**src/rtl/car_park_pkg.sv**
```systemverilog
// Shared definitions for the car park entry/exit gate controllers.
// Holds the FSM state encoding, the default gate code and the display bus layout.
package car_park_pkg;

    typedef enum logic [3:0] {
        IDLE      = 4'd0,
        WAIT_CODE = 4'd1,
        OPEN      = 4'd2,
        LOCKED    = 4'd3
    } state_t;

    localparam logic [3:0] DEFAULT_CODE = 4'b1101;

    // Display bus layout: {occupancy[7:0], tries[3:0], state[3:0]}
    localparam int DISP_STATE_LSB = 0;
    localparam int DISP_TRIES_LSB = 4;
    localparam int DISP_OCC_LSB   = 8;

endpackage

```
**src/rtl/car_park_exit_occupancy_counter.sv**
```systemverilog
// 8-bit saturating up/down lot occupancy counter.
// Simultaneous inc and dec cancel; full is registered alongside the count.
module occupancy_counter #(
    parameter int CAPACITY = 15
) (
    input  logic       clk,
    input  logic       reset_n,
    input  logic       inc_i,
    input  logic       dec_i,
    output logic [7:0] count_o,
    output logic       full_o
);

    localparam logic [7:0] CAP = 8'(CAPACITY);

    logic [7:0] count_q, count_d;
    logic       full_q;

    always_comb begin
        count_d = count_q;
        if (inc_i && !dec_i && count_q != CAP)
            count_d = count_q + 8'd1;
        else if (dec_i && !inc_i && count_q != 8'd0)
            count_d = count_q - 8'd1;
    end

    always_ff @(posedge clk) begin
        if (!reset_n) begin
            count_q <= 8'd0;
            full_q  <= 1'b0;
        end else begin
            count_q <= count_d;
            full_q  <= (count_d == CAP);
        end
    end

    assign count_o = count_q;
    assign full_o  = full_q;

endmodule

```
**src/rtl/car_park_exit.sv**
```systemverilog
// Exit-side barrier controller: validates the exit code, opens the gate until the
// car clears or a timeout, limits retries with a lockout, and tracks occupancy.
module car_park_exit
    import car_park_pkg::*;
#(
    parameter int         CAPACITY    = 15,
    parameter logic [3:0] EXIT_CODE   = DEFAULT_CODE,
    parameter int         MAX_TRIES   = 3,
    parameter int         GATE_CYCLES = 16
) (
    input  logic        clk,
    input  logic        reset_n,
    input  logic        enable,
    input  logic        car_in,
    input  logic        sensor_exit,
    input  logic        sensor_clear,
    input  logic        code_valid,
    input  logic [3:0]  exit_code,
    output logic        gate_open,
    output logic        success,
    output logic        failure,
    output logic        busy,
    output logic        locked,
    output logic        full,
    output logic [7:0]  occupancy,
    output logic [15:0] display
);

    localparam int TW = $clog2(GATE_CYCLES);

    state_t        state_q;
    logic [3:0]    tries_q;
    logic [TW-1:0] timer_q;
    logic          gate_open_q, success_q, failure_q;
    logic          dec;

    assign dec = (state_q == OPEN) && sensor_clear;

    occupancy_counter #(.CAPACITY(CAPACITY)) u_occ (
        .clk     (clk),
        .reset_n (reset_n),
        .inc_i   (car_in),
        .dec_i   (dec),
        .count_o (occupancy),
        .full_o  (full)
    );

    always_ff @(posedge clk) begin
        if (!reset_n) begin
            state_q     <= IDLE;
            tries_q     <= 4'd0;
            timer_q     <= '0;
            gate_open_q <= 1'b0;
            success_q   <= 1'b0;
            failure_q   <= 1'b0;
        end else begin
            success_q <= 1'b0;
            failure_q <= 1'b0;
            case (state_q)
                IDLE: begin
                    if (enable && sensor_exit && occupancy != 8'd0) begin
                        state_q <= WAIT_CODE;
                        tries_q <= 4'd0;
                    end
                end
                WAIT_CODE: begin
                    // A code strobe is always evaluated, even as the car backs away.
                    if (code_valid) begin
                        if (exit_code == EXIT_CODE) begin
                            success_q   <= 1'b1;
                            gate_open_q <= 1'b1;
                            timer_q     <= TW'(GATE_CYCLES - 1);
                            state_q     <= OPEN;
                        end else begin
                            failure_q <= 1'b1;
                            tries_q   <= tries_q + 4'd1;
                            if (tries_q + 4'd1 == 4'(MAX_TRIES))
                                state_q <= LOCKED;
                        end
                    end else if (!sensor_exit || !enable) begin
                        state_q <= IDLE;
                        tries_q <= 4'd0;
                    end
                end
                OPEN: begin
                    // enable is deliberately ignored: the barrier never drops on a car.
                    if (sensor_clear) begin
                        gate_open_q <= 1'b0;
                        state_q     <= IDLE;
                    end else if (timer_q == '0) begin
                        failure_q   <= 1'b1;
                        gate_open_q <= 1'b0;
                        state_q     <= IDLE;
                    end else begin
                        timer_q <= timer_q - TW'(1);
                    end
                end
                LOCKED: begin
                    if (!enable) begin
                        state_q <= IDLE;
                        tries_q <= 4'd0;
                    end
                end
                default: state_q <= IDLE;
            endcase
        end
    end

    assign gate_open = gate_open_q;
    assign success   = success_q;
    assign failure   = failure_q;
    assign busy      = (state_q != IDLE);
    assign locked    = (state_q == LOCKED);

    always_comb begin
        display = 16'd0;
        display[DISP_OCC_LSB   +: 8] = occupancy;
        display[DISP_TRIES_LSB +: 4] = tries_q;
        display[DISP_STATE_LSB +: 4] = state_q;
    end

endmodule

```
**config.mk**
```make
export PLATFORM = sky130hd
export DESIGN_NAME = car_park_exit
export DESIGN_NICKNAME = d
export VERILOG_FILES = /design/src/rtl/car_park_pkg.sv /design/src/rtl/car_park_exit_occupancy_counter.sv /design/src/rtl/car_park_exit.sv
export SDC_FILE = /design/constraint.sdc
export NUM_CORES = 1
export LEC_CHECK = 0
export ABC_AREA = 1
export CELL_PAD_IN_SITES_DETAIL_PLACEMENT = 1
export CELL_PAD_IN_SITES_GLOBAL_PLACEMENT = 1
export CORE_ASPECT_RATIO = 0.6
export CORE_MARGIN = 3
export CORE_UTILIZATION = 36
export DETAILED_ROUTE_END_ITERATION = 8
export GPL_TIMING_DRIVEN = 0
export PLACE_DENSITY_LB_ADDON = 0.1
export SLEW_MARGIN = 10
export SYNTH_ARGS = -nofsm -noshare
export SYNTH_HDL_FRONTEND = slang
export SYNTH_SLANG_ARGS = --single-unit
```
**constraint.sdc**
```tcl
create_clock -name clk -period 2.5 [get_ports clk]
set_input_delay 0.375 -clock clk [delete_from_list [all_inputs] [get_ports clk]]
set_output_delay 0.375 -clock clk [all_outputs]
set_load 0.01 [all_outputs]
```
# Yosys cells after proc, flatten, opt, wreduce, memory -nomap -nowiden
# Cells that the tools add are included.
[word_totals]
out_inout_bits = 30
mem_bits_ro = 0
mem_bits_rw = 0
memories = 0
register_bits = 24
latch_bits = 0
[op_classes]
n_bitwise = 0
add_sub_neg = 4
mul = 0
magnitude_cmp = 0
n_div = 0
n_eq_ne = 17
n_mux = 31
n_shift = 0
n_reduce_logical = 23
[ops]
columns = ["cell", "count"]
rows = [
  ["two-way mux 4 bit", 15],
  ["two-way mux 8 bit", 2],
  ["one-hot mux 4 bit (4 select lines)", 1],
  ["AND reduction 5 bit", 3],
  ["equality test 4 x 2 -> 1 bit, second input constant", 3],
  ["inequality test 2 bit, second input constant", 6],
  ["one-hot mux 4 bit (3 select lines)", 1],
  ["two-way mux 1 bit", 9],
  ["adder 8 x 1 -> 8 bit, second input constant", 1],
  ["equality test 8 x 4 -> 1 bit, second input constant", 1],
  ["zero test 4 bit", 2],
  ["inequality test 8 x 4 -> 1 bit, second input constant", 1],
  ["one-hot mux 4 bit (2 select lines)", 1],
  ["nonzero test 8 bit", 1],
  ["subtractor 8 x 1 -> 8 bit, second input constant", 1],
  ["logical AND 1 bit", 7],
  ["inequality test 3 bit, second input constant", 2],
  ["adder 4 x 1 -> 4 bit, second input constant", 1],
  ["equality test 4 x 1 -> 1 bit, second input constant", 1],
  ["equality test 4 bit, second input constant", 1],
  ["zero test 1 bit", 4],
  ["inequality test 4 bit, second input constant", 1],
  ["one-hot mux 1 bit (2 select lines)", 2],
  ["AND reduction 4 bit", 1],
  ["7 further kinds", 7],
]

# Depth between registers and ports, before layout
[logic_depth]
ltp_word = 7
mapped_depth = 13

# By module
# Synthesis repeated with hierarchy kept, for this count alone.
[unflattened]
cells_unflattened = 295
hier_area_um2 = 1816.7
[modules_own_cells]
columns = ["module", "area_per_inst_um2", "seq_area_each_um2", "instances", "cells_each"]
rows = [
  ["car_park_exit", 964.7, 260.2, 1, 151],
  ["occupancy_counter", 852.1, 180.2, 1, 144],
]

# Worst setup path after synthesis
# OpenSTA, ideal clock, no wires.
[synth_timing]
path_type = "register to register"
startpoint = "register state_q[1]"
endpoint = "register tries_q[2]"
required_time_ns = 2.372
setup_slack_ns = 0.864
n_path_buf = 0
period_less_slack_ns = 1.636
arrival_time_ns = 1.508
stages_incl_launch_ff = 11
path_cell_list = "dfxtp_1 -> inv_1 -> ha_1 -> nand2_1 -> inv_1 -> nand2_1 -> o21ai_0 -> nor2_2 -> o21ai_0 -> o21ai_0 -> nor2_1"
[synth_between]
elab_chain_len = 3
word_cells_on_any_way = 10
classes_between = "6 x eq/ne; 1 x mux; 3 x reduce/logical"
[synth_rtl]
columns = ["item", "line", "rtl"]
rows = [
  ["start, declared", "car_park_exit.sv:31", "state_t state_q;"],
  ["start signal, assigned", "car_park_exit.sv:50", "state_q <= IDLE;"],
  ["start signal, assigned", "car_park_exit.sv:62", "state_q <= WAIT_CODE;"],
  ["start signal, assigned", "car_park_exit.sv:73", "state_q <= OPEN;"],
  ["equality test 4 x 1 -> 1 bit (tied with other cells)", "car_park_exit.sv:59", "case (state_q)"],
  ["inequality test 3 bit (no source line) (tied with other cells)", "--", ""],
  ["AND reduction 5 bit (no source line)", "--", ""],
  ["end signal, assigned", "car_park_exit.sv:76", "tries_q <= tries_q + 4'd1;"],
  ["end, declared", "car_park_exit.sv:32", "logic [3:0] tries_q;"],
]
# Several ways; a longest one is shown, not always the timed one.
# A chain may end at the register's enable or synchronous reset.

# Final worst setup path
[layout_timing]
startpoint = "register state_q[0]"
endpoint = "output port busy"
[layout_between]
elab_chain_len = 1
[layout_rtl]
columns = ["item", "line", "rtl"]
rows = [
  ["nonzero test 4 bit", "car_park_exit.sv:112", "assign busy = (state_q != IDLE);"],
  ["end, declared", "car_park_exit.sv:22", "output logic busy,"],
]
# Every way passes these cells.

==> results.toml <==
[outcome]
status = "completed"

[placement]
io_buffers = 38
gp_congestion = 0.8441
dp_hpwl_microns = 3922

[timing]
fin_skew_ns = 0.006179
fin_tns_setup_ns = 0
timing.fmax_ghz = 0.4981
finalCritPeriodShare = 0.8030
hold_viol = 0
slew_viol_final = 0
min_period_ns = 2.007
finalSetupViolCount = 0
relSlewSlack = 0.6273
rsz0062_at_grt = "no"
fin_hold_ws_ns = 0.4719
tightestPinTransition_ns = 0.5591

[cells_and_area]
insertedDiodeCount = 0
area_delta_synth_final_pct = 31.03
drive_gt1_frac = 0.1246
fin_nets = 313

[die]
io_pins = 41
rows = 18
die_w_microns = 92.41
die_h_microns = 57.85
initial_core_util = 0.3829
die_area_sq_um = 5345
core_sq_um = 4212

[global_routing]
grt-busiest-layer = "met1"
grt_pass1_wl_microns = 8314
track_usage = 0.1972
overflow = 0
grt_max_degree = 12
antenna_found_initial = 0
grt_use_met1 = 0.3014
met3_usage = 0.03891
grt.met2_usage = 0.2897
grt_pass1_vias = 1748

[critical_path]
rr_startpoint = "state_q[1]"
crit_path_top_delay_cell = "clkdlybuf4s50_1"
crit_fanout = 5
critical_path_required_ns = 2.12
path_cells = "inv_1 > ha_1 > inv_1 > clkdlybuf4s50_1"
reg2reg_depth = 10
timing.critical_path.mode_cell = "inv_1"
start_kind = "flip-flop"
arrival_ns = 1.63
max_stage_delay_ns = 0.53
endpoint_kind = "primary output"
rrSetupSlack_ns = 0.52
criticalPathCategory = "reg2out"
cp_top_family = "buffers and inverters"
path_buf_inv = 3
r2r-end = "tries_q[3]"

[detailed_routing]
drcViolationCount = 0
routed_wl_microns = 4871
wire_per_inst_microns = 13.96
drt_iter0_drc = 53
firstDrtPassIters = 4
vias_per_cell = 4.822
ant_nets = 0
vias = 1683

[cts]
cts.sink_count = 22
clk_path_buf_depth = 2
cts_root_buf = "clkbuf_8"
cts_setup_buffers = 0
cts_resized = 0
postCtsHoldBufs = 0
cts_tree = "yes"
h-tree-depth = 1
clk_latency_ns = 0.27
cts_inserted_buffers = 3
clkTransAtPathRegs_ns = 0.09

[synthesis]
synth_cells = 247
synth_top_family_by_area = "simple AND/OR/NAND/NOR gates"
yosys_warnings = 0
synth_top_area_share = 0.2731
seq_area_frac_synth = 0.2731
synthAdderAreaFrac = 0.08534
synthDistinctLibCells = 28
synth_xor_xnor_area_share = 0.01086
synth-compound-area-share = 0.09853
yosys.area_share.simple = 0.3809
netlist_area_sq_um = 1613
muxShareOfSynthArea = 0
synth_seq_cells = 22
synth_area_leaders = "dfxtp_1, nand2_1, ha_1, inv_1, nand3_1"
synth_area_leader_cell = "dfxtp_1"
synth.avg_cell_area_sq_um = 6.530

[min_path]
hold_path.startpoint = "timer_q[0]"
min_path_cells = 1
hold_path.class = "reg2reg"
whs_endpoint = "timer_q[0]"

[power]
p_leak_nw = 0.9911
peakVddDrop_mv = 0.4678
powerDensity_nw_per_um2 = 793.4

[run]
maxCapViolations = 0
-- layout make-up --
cell class	instances	area [sq um]
inverter	36	135.1
tap	60	75.07
buffer	14	105.1
clock buffer	3	41.29
sequential	22	440.4
timing repair buffer	38	380.4
fill	588	2098
multi-input combinational	176	935.9
-- worst register-to-register path: stages, from the launching register on --
cell,delay [ns]
dfxtp_1,0.45
inv_1,0.10
ha_1,0.24
nand2_1,0.20
inv_1,0.08
nand2_1,0.14
o21ai_0,0.13
nor2_2,0.25
o21ai_0,0.12
o21ai_0,0.09
nor2_1,0.05
-- synth_stat cells, drive strengths merged --
| master | instances |
|---|---|
| nand2 | 69 |
| inv | 36 |
| nor2 | 35 |
| nand3 | 23 |
| dfxtp | 22 |
| buf | 13 |
| o21ai | 13 |
| ha | 11 |
| a21oi | 9 |
| a31oi | 4 |
| nand4 | 2 |
| nor3 | 2 |
| a31o | 1 |
| and2 | 1 |
| clkbuf | 1 |
| conb | 1 |
| nand3b | 1 |
| o21bai | 1 |
| xnor2 | 1 |
| xor2 | 1 |
-- registers in the layout (all words and copies together), names as in the netlist --
signal / cells
timer_q: 4
failure: 1
success: 1
gate_open: 1
u_occ.count_o: 8
tries_q: 4
u_occ.full_o: 1
state_q: 2
-- worst max path at each step --
stage	startpoint	end	slack [ns]	cells after the start
3_3_place_gp	code_valid	tries_q[3]	0.51	9
2_1_floorplan	state_q[1]	tries_q[2]	0.86	10
4_1_cts	state_q[0]	busy	0.48	4
6_report	state_q[0]	busy	0.49	4
3_5_place_dp	sensor_clear	u_occ.full_o	0.52	11
5_1_grt	state_q[1]	tries_q[3]	0.23	10
-- metrics by stage --
step / cell area, sq um / setup slack (ns) / utilization / power (mW) / instances
after CTS: 2113 / 0.4839 / 0.5018 / 1.692 / 349
after floorplan: 1617 / 0.8642 / - / 1.111 / 248
after detailed placement: 2072 / 0.5209 / 0.4920 / 1.448 / 346
after global placement: 2072 / 0.5075 / 0.4920 / 1.419 / 346
after global routing: 2113 / 0.2339 / 0.5018 / 1.842 / 349
final: 2113 / 0.4925 / 0.5018 / 1.677 / 349
-- placed cells by master, fill, tap and decap left out, drive strengths merged --
cell type	instances
clkdlybuf4s50	38
nand2	69
nand3	23
nor3	2
o21bai	1
o21ai	13
inv	36
buf	13
conb	2
nor2	35
nand3b	1
dfxtp	22
xnor2	1
nand4	2
clkbuf	4
and2	1
a31oi	4
a21oi	9
xor2	1
a31o	1
ha	11
-- per-layer routing --
layer / vias up / part of all wire
met5: - / 0
met1: 804 / 0.55
met2: 30 / 0.41
met3: 2 / 0.030
met4: 0 / 0.0043
li1: 847 / -
-- power by group --
part	switching, mW	internal [mW]
clock	0.128	0.108
combinational	0.529	0.391
sequential	0.0885	0.432
total	0.745	0.931
-- cell families (layout without fill, tap and decap cells) --
kind of cell    count (synthesis)  count (layout)
other cells                     1               2
xor+xnor                        2               2
fa+ha+maj                      11              11
simple gates                  133             133
compound gates                 28              28
buf+inv                        50              91
flops                          22              22
(Power assumes the default switching activity.)
